`config.mk`:
```
export PLATFORM = sky130hd
export DESIGN_NAME = l2_arbiter_flat
export DESIGN_NICKNAME = d
export VERILOG_FILES = /design/src/rtl/l2_arbiter_if.sv /design/src/rtl/l2_arbiter.sv /design/src/flat_wrapper.sv
export SDC_FILE = /design/constraint.sdc
export NUM_CORES = 1
export LEC_CHECK = 0
export ABC_AREA = 0
export CORE_AREA = 2 2 268 270
export CTS_BUF_LIST = sky130_fd_sc_hd__clkbuf_16
export CTS_CLUSTER_DIAMETER = 80
export DETAILED_ROUTE_END_ITERATION = 10
export DIE_AREA = 0 0 270 272
export GPL_TIMING_DRIVEN = 0
export PLACE_DENSITY_LB_ADDON = 0.05
export SYNTH_ARGS = -nofsm -noshare
export SYNTH_HDL_FRONTEND = slang
export SYNTH_SLANG_ARGS = --single-unit
```
`constraint.sdc`:
```
create_clock -name clk -period 5 [get_ports clk]
set_input_delay 1.25 -clock clk [delete_from_list [all_inputs] [get_ports clk]]
set_output_delay 1.25 -clock clk [all_outputs]
set_load 0.02 [all_outputs]
```
`src/rtl/l2_arbiter_if.sv`:
```
// Bundle of the I-cache, D-cache and L2 memory-port signals around l2_arbiter.
// The master modport is the arbiter's view; slave is the view of the caches and L2.
interface l2_arbiter_if #(
    parameter int ADDR_W = 16,
    parameter int LINE_W = 128
);
    logic              i_read;
    logic [ADDR_W-1:0] i_address;
    logic              i_resp;
    logic [LINE_W-1:0] i_rdata;

    logic              d_read;
    logic              d_write;
    logic [ADDR_W-1:0] d_address;
    logic [LINE_W-1:0] d_wdata;
    logic              d_resp;
    logic [LINE_W-1:0] d_rdata;

    logic              l2_read;
    logic              l2_write;
    logic [ADDR_W-1:0] l2_address;
    logic [LINE_W-1:0] l2_wdata;
    logic [LINE_W-1:0] l2_rdata;
    logic              l2_resp;

    modport master (
        input  i_read, i_address, d_read, d_write, d_address, d_wdata, l2_rdata, l2_resp,
        output i_resp, i_rdata, d_resp, d_rdata, l2_read, l2_write, l2_address, l2_wdata
    );

    modport slave (
        output i_read, i_address, d_read, d_write, d_address, d_wdata, l2_rdata, l2_resp,
        input  i_resp, i_rdata, d_resp, d_rdata, l2_read, l2_write, l2_address, l2_wdata
    );
endinterface

```
`src/rtl/l2_arbiter.sv`:
```
// Shares the L2 memory port between the I-cache and D-cache; one transaction at a time.
// Define L2_ARB_ROUND_ROBIN_EN to alternate on ties; default build gives D fixed priority.
module l2_arbiter #(
    parameter int ADDR_W = 16,
    parameter int LINE_W = 128
) (
    input  logic           clk,
    input  logic           reset_n,
    l2_arbiter_if.master   bus,
    output logic           busy
);

    typedef enum logic [1:0] {IDLE, GRANT_I, GRANT_D} state_t;

    localparam logic GNT_I = 1'b0;
    localparam logic GNT_D = 1'b1;

    state_t            state;
    state_t            state_nxt;
    logic              last_grant;
    logic              i_req;
    logic              d_req;
    logic              d_wins;
    logic              i_resp;
    logic              d_resp;
    logic              l2_read;
    logic              l2_write;
    logic [ADDR_W-1:0] l2_address;
    logic [LINE_W-1:0] l2_wdata;

    // A simultaneous read and write from the D side is malformed and ignored
    assign i_req = bus.i_read;
    assign d_req = bus.d_read ^ bus.d_write;

`ifdef L2_ARB_ROUND_ROBIN_EN
    assign d_wins = !i_req || (last_grant == GNT_I);
`else
    assign d_wins = 1'b1;
    logic unused_last_grant;
    assign unused_last_grant = last_grant;
`endif

    always_ff @(posedge clk or negedge reset_n) begin
        if (!reset_n) begin
            state <= IDLE;
        end else begin
            state <= state_nxt;
        end
    end

    always_comb begin
        state_nxt = state;
        i_resp    = 1'b0;
        d_resp    = 1'b0;
        unique case (state)
            IDLE: begin
                if (d_req && d_wins) begin
                    state_nxt = GRANT_D;
                end else if (i_req) begin
                    state_nxt = GRANT_I;
                end
            end
            GRANT_I: begin
                if (bus.l2_resp) begin
                    i_resp    = 1'b1;
                    state_nxt = IDLE;
                end
            end
            GRANT_D: begin
                if (bus.l2_resp) begin
                    d_resp    = 1'b1;
                    state_nxt = IDLE;
                end
            end
            default: state_nxt = IDLE;
        endcase
    end

    // L2 port registers: loaded on the grant edge, held through the grant,
    // strobes cleared on the edge that consumes l2_resp
    always_ff @(posedge clk or negedge reset_n) begin
        if (!reset_n) begin
            l2_read    <= 1'b0;
            l2_write   <= 1'b0;
            l2_address <= '0;
            l2_wdata   <= '0;
            last_grant <= GNT_I;
        end else begin
            if (state == IDLE && state_nxt == GRANT_D) begin
                l2_read    <= bus.d_read;
                l2_write   <= bus.d_write;
                l2_address <= bus.d_address;
                l2_wdata   <= bus.d_wdata;
            end else if (state == IDLE && state_nxt == GRANT_I) begin
                l2_read    <= 1'b1;
                l2_write   <= 1'b0;
                l2_address <= bus.i_address;
                l2_wdata   <= '0;
            end else if (state != IDLE && state_nxt == IDLE) begin
                l2_read    <= 1'b0;
                l2_write   <= 1'b0;
                last_grant <= (state == GRANT_D) ? GNT_D : GNT_I;
            end
        end
    end

    assign bus.l2_read    = l2_read;
    assign bus.l2_write   = l2_write;
    assign bus.l2_address = l2_address;
    assign bus.l2_wdata   = l2_wdata;
    assign bus.i_resp     = i_resp;
    assign bus.d_resp     = d_resp;
    assign bus.i_rdata    = bus.l2_rdata;
    assign bus.d_rdata    = bus.l2_rdata;
    assign busy           = (state != IDLE);

endmodule

```
`src/flat_wrapper.sv`:
```
// flat-port wrapper written by rule: the top's interface ports become plain ports
module l2_arbiter_flat 
#(
    parameter int ADDR_W = 16,
    parameter int LINE_W = 128
)
  (clk, reset_n, busy, bus_i_read, bus_i_address, bus_d_read, bus_d_write, bus_d_address, bus_d_wdata, bus_l2_rdata, bus_l2_resp, bus_i_resp, bus_i_rdata, bus_d_resp, bus_d_rdata, bus_l2_read, bus_l2_write, bus_l2_address, bus_l2_wdata);
  l2_arbiter_if #(.ADDR_W(ADDR_W), .LINE_W(LINE_W)) bus_i ();
  input  logic clk;
  input  logic reset_n;
  output logic busy;
  input wire logic [$bits(bus_i.i_read)-1:0] bus_i_read;
  input wire logic [$bits(bus_i.i_address)-1:0] bus_i_address;
  input wire logic [$bits(bus_i.d_read)-1:0] bus_d_read;
  input wire logic [$bits(bus_i.d_write)-1:0] bus_d_write;
  input wire logic [$bits(bus_i.d_address)-1:0] bus_d_address;
  input wire logic [$bits(bus_i.d_wdata)-1:0] bus_d_wdata;
  input wire logic [$bits(bus_i.l2_rdata)-1:0] bus_l2_rdata;
  input wire logic [$bits(bus_i.l2_resp)-1:0] bus_l2_resp;
  output wire logic [$bits(bus_i.i_resp)-1:0] bus_i_resp;
  output wire logic [$bits(bus_i.i_rdata)-1:0] bus_i_rdata;
  output wire logic [$bits(bus_i.d_resp)-1:0] bus_d_resp;
  output wire logic [$bits(bus_i.d_rdata)-1:0] bus_d_rdata;
  output wire logic [$bits(bus_i.l2_read)-1:0] bus_l2_read;
  output wire logic [$bits(bus_i.l2_write)-1:0] bus_l2_write;
  output wire logic [$bits(bus_i.l2_address)-1:0] bus_l2_address;
  output wire logic [$bits(bus_i.l2_wdata)-1:0] bus_l2_wdata;
  assign bus_i.i_read = bus_i_read;
  assign bus_i.i_address = bus_i_address;
  assign bus_i.d_read = bus_d_read;
  assign bus_i.d_write = bus_d_write;
  assign bus_i.d_address = bus_d_address;
  assign bus_i.d_wdata = bus_d_wdata;
  assign bus_i.l2_rdata = bus_l2_rdata;
  assign bus_i.l2_resp = bus_l2_resp;
  assign bus_i_resp = bus_i.i_resp;
  assign bus_i_rdata = bus_i.i_rdata;
  assign bus_d_resp = bus_i.d_resp;
  assign bus_d_rdata = bus_i.d_rdata;
  assign bus_l2_read = bus_i.l2_read;
  assign bus_l2_write = bus_i.l2_write;
  assign bus_l2_address = bus_i.l2_address;
  assign bus_l2_wdata = bus_i.l2_wdata;
  l2_arbiter #(.ADDR_W(ADDR_W), .LINE_W(LINE_W)) u_core (.clk(clk), .reset_n(reset_n), .bus(bus_i), .busy(busy));
endmodule
```
== Word level (Yosys, flattened, before mapping) ==
Index checks and enable logic that the tools add are counted.

* Register bits: 148
* Input bits: 294
* Output and inout port bits: 405
* Logic and storage cells: 35

* Eq/ne operators: 4
* Multiplexer cells: 16
* Bitwise logic cells: 1
* Reduce and logical (&&, ||, !) cells: 9

{| class="wikitable"
|+ Operators with widths
! operator !! number
|-
| $mux W128 || 2
|-
| $mux W16 || 2
|-
| $mux W1 || 8
|-
| $mux W2 || 3
|-
| $eq A2 B1 Y1 const B || 2
|-
| $eq A2 B2 Y1 const B || 2
|-
| $logic_not A2 Y1 || 2
|-
| $pmux W2 S2 || 1
|-
| $reduce_bool A2 Y1 || 2
|-
| $logic_and A1 B1 Y1 || 3
|-
| $reduce_bool A3 Y1 || 1
|-
| $reduce_or A2 Y1 || 1
|-
| $xor A1 B1 Y1 || 1
|}

== Longest topological paths before layout ==
* Depth in word-level cells: 8
* Depth in mapped cells: 11
* Mapped depth without buffers: 7

== Least setup slack after synthesis ==
No wires, ideal clock.

* Path type: input -> output
* Start point: input port bus_l2_resp
* End point: output port bus_d_resp
* Data arrival time: 1.466 ns
* Setup slack: 2.284 ns
* Stages on the path: 1
* Path buffers: 0
* Cells stage by stage: and2_1

* Cells in the longest elaborated chain, start to end: 2

{| class="wikitable"
|+ Ends and longest elaborated chain
! item !! RTL line !! text
|-
| from (decl) || flat_wrapper.sv:19 || <nowiki>input wire logic [$bits(bus_i.l2_resp)-1:0] bus_l2_resp;</nowiki>
|-
| $mux W1 || l2_arbiter.sv:70 || <nowiki>if (bus.l2_resp) begin</nowiki>
|-
| $mux W1 || l2_arbiter.sv:55 || <nowiki>unique case (state)</nowiki>
|-
| to (decl) || flat_wrapper.sv:22 || <nowiki>output wire logic [$bits(bus_i.d_resp)-1:0] bus_d_resp;</nowiki>
|}

No other way between the ends.

== Final worst setup path ==
Ends and elaborated chain as after synthesis.

==> flow_metrics.tcl <==
set metrics [dict create \
    place_ws_ps 1220 \
    insertion_delay_ps 490 \
    port_buffers 570 \
    antenna_left 0 \
    synth_flop_cell "dfrtp_1" \
    critical_path_class "input pin to primary output" \
    reg2reg_depth 11 \
    wl_per_cell_um 18.4 \
    ys_warn_count 0 \
    startpoint_type "input pin" \
    cp_max_fo 3 \
    worst_ep_required_time_ps 3750 \
    die_x_um 270 \
    dp_hpwl_mm 32.5 \
    synth.avg_cell_area_um2 11.4 \
    cts_buffer_depth 2 \
    grt_pass1_wl_mm 56.3 \
    synth_seq_cells 148 \
    fmax_mhz 266 \
    critical_path.top_delay_family "buffers and inverters" \
    path_cells "clkdlybuf4s50_1 > and2_1 > clkdlybuf4s50_1" \
    synthesis.nets 972 \
    critPathMaxStageDelay_ps 620 \
    setup_viol 0 \
    post_cts_buffers 0 \
    viasPerCell 3.17 \
    grt_overflow 0 \
    dieArea_mm2 0.0734 \
    synth_cell_types 37 \
    finalWorstSetupSlack_ps 1240 \
    crit_end "bus_d_resp" \
    crit_arrival_ps 2510 \
    hp-class "register to register" \
    r2r_setup_slack_ps 2250 \
    path_common_cell "clkdlybuf4s50_1" \
    synth_top_area_cell "dfrtp_1" \
    crit_buf_inv 2 \
    drt_iter0_drc 214 \
    outcome "finished clean" \
    final_net_count 1562 \
    antenna_found_initial 4 \
    p_per_area_mw_per_mm2 523 \
    hold_violations 0 \
    h-tree-depth 4 \
    rr_startpoint "u_core.state[0]$_DFF_PN0_" \
    cts_tree "yes" \
    leakagePower_uw 0.00659 \
    end_kind "primary output" \
    finalWirelength_mm 40.9 \
    syn_to_final_growth_pct 97.2 \
    cts_buffers 17 \
    min_path_cells 1 \
    synth-edff-count 0 \
    syn_inst 674 \
    die_h_um 272 \
    peakVddDrop_mv 0.222 \
    timing.slew.headroom_pct 58.5 \
    ioPinCount 699 \
    period_needed_ps 3760 \
    core_mm2 0.0708 \
    post_cts_resized 0 \
    ys_async_sr_fraction_pct 100 \
    timing.final.crit_share_pct 75.1 \
    drc 0 \
    fin_setup_tns_ps 0 \
    seq_area_frac_synth_pct 48.1 \
    gp_congestion 0.754 \
    r2r-end "u_core.bus.l2_wdata[47]$_DFFE_PN0P_" \
    grt_max_degree 85 \
    cts_sinks 148 \
    drv_cap 0 \
    clock_skew_ps 14.6 \
    grt_pass1_vias 7319 \
    yosys-top-cells-area "dfrtp_1 48%, buf_4 25%, a22o_1 15%" \
    placementRows 98 \
    path_clk_slew_ps 60 \
    vias 7056 \
    drive_gt1_share_pct 26.6 \
    cpMaxStageDelayCell "clkdlybuf4s50_1" \
    ff_latch_area_mm2 0.00370 \
    dr.pass1.iters 4 \
    initial_utilization_pct 10.9 \
    layout_commonest_cell "clkdlybuf4s50_1" \
    yosysTopAreaCellShare_pct 48.1 \
    final_cell_mix "569 x clkdlybuf4s50_1, 258 x buf_4, 148 x dfrtp_1" \
    tightest_slew_ps 622 \
    crit_start "bus_l2_resp" \
    cts-root-buf "clkbuf_16" \
    hold_buffers 0 \
    track_usage_pct 10.8 \
    slew_viol_final 0 \
    multi_input_area_mm2 0.00181 \
    synth_area_mm2 0.00770 \
    fillers 7743 \
    cp_num_cells 3 \
    rsz0062_at_grt "no" \
]
-- Yosys cell counts (2+ instances only) --
| master | instances |
|---|---|
| buf_2 | 30 |
| dfrtp_1 | 148 |
| o21ai_1 | 2 |
| buf_6 | 2 |
| a22o_1 | 128 |
| clkbuf_1 | 4 |
| o21ai_4 | 2 |
| nor2_1 | 5 |
| buf_4 | 258 |
| and2_1 | 2 |
| o22ai_1 | 16 |
| a221oi_1 | 5 |
| inv_1 | 18 |
| ha_1 | 4 |
| a221oi_2 | 10 |
| a21oi_1 | 16 |
| nand2_1 | 2 |
| nor2b_1 | 3 |
-- kinds of logic (layout without fill, tap and decap cells) --
family,after synthesis,in the layout,share of synthesized area (%)
buffers and inverters,312,914,28.5
other,0,2,0
adder cells (fa/ha/maj),4,4,0.650
AND/OR/NAND/NOR,20,20,1.56
AO/OA/AOI/OAI,189,189,21.1
XOR/XNOR,1,1,0.114
flip-flops,148,148,48.1
-- worst min path at each step --
stage	from	end	slack, ps
detailed placement	u_core.bus.l2_wdata[90]$_DFFE_PN0P_	u_core.bus.l2_wdata[90]$_DFFE_PN0P_	480
CTS	u_core.bus.l2_wdata[22]$_DFFE_PN0P_	u_core.bus.l2_wdata[22]$_DFFE_PN0P_	500
global route	u_core.bus.l2_wdata[90]$_DFFE_PN0P_	u_core.bus.l2_wdata[90]$_DFFE_PN0P_	510
floorplan	u_core.bus.l2_wdata[103]$_DFFE_PN0P_	u_core.bus.l2_wdata[103]$_DFFE_PN0P_	610
finish	u_core.bus.l2_wdata[22]$_DFFE_PN0P_	u_core.bus.l2_wdata[22]$_DFFE_PN0P_	490
global placement	u_core.bus.l2_wdata[114]$_DFFE_PN0P_	u_core.bus.l2_wdata[114]$_DFFE_PN0P_	480
-- metal layers --
| layer | up-vias | share of wire [%] | track usage [%] |
|---|---|---|---|
| li1 | 3324 | - | - |
| met1 | 3399 | 36 | 11.0 |
| met2 | 306 | 55 | 20.2 |
| met3 | 25 | 8.1 | 4.61 |
| met4 | 2 | 0.94 | 2.59 |
| met5 | - | 0.039 | 0 |
-- area by class of cell --
cell class	count	area share (%)
clock inverter	14	0.832
inverter	18	0.445
multi-input combinational	214	11.9
clock buffer	17	2.80
antenna	2	0.0330
timing repair buffer	571	37.8
tap	950	7.83
buffer	294	14.0
sequential	148	24.4
-- power breakdown --
group	switching, uW	total [uW]	leakage (uW)	internal, uW
registers	293	2020	0.00189	1730
logic	2470	4600	0.00444	2130
clock network	627	1310	0.000270	686
-- sequential cells by signal, indices dropped and copies added (netlist names) --
name and cells:
u_core.bus.l2_wdata 128, u_core.bus.l2_address 16, u_core.bus.l2_read 1, u_core.state 2
u_core.bus.l2_write 1
-- metrics by stage --
step | instances | cell area [um^2] | utilization [%] | hold WS [ps] | power (uW)
after floorplan | 674 | 7700 | - | 611 | 4500
after global placement | 2194 | 14600 | 20.6 | 482 | 6800
after detailed placement | 2195 | 14600 | 20.7 | 481 | 6770
after CTS | 2226 | 15200 | 21.5 | 503 | 8180
after global routing | 2226 | 15200 | 21.5 | 509 | 8480
final | 2228 | 15200 | 21.5 | 495 | 7940
(Power assumes the default switching activity.)
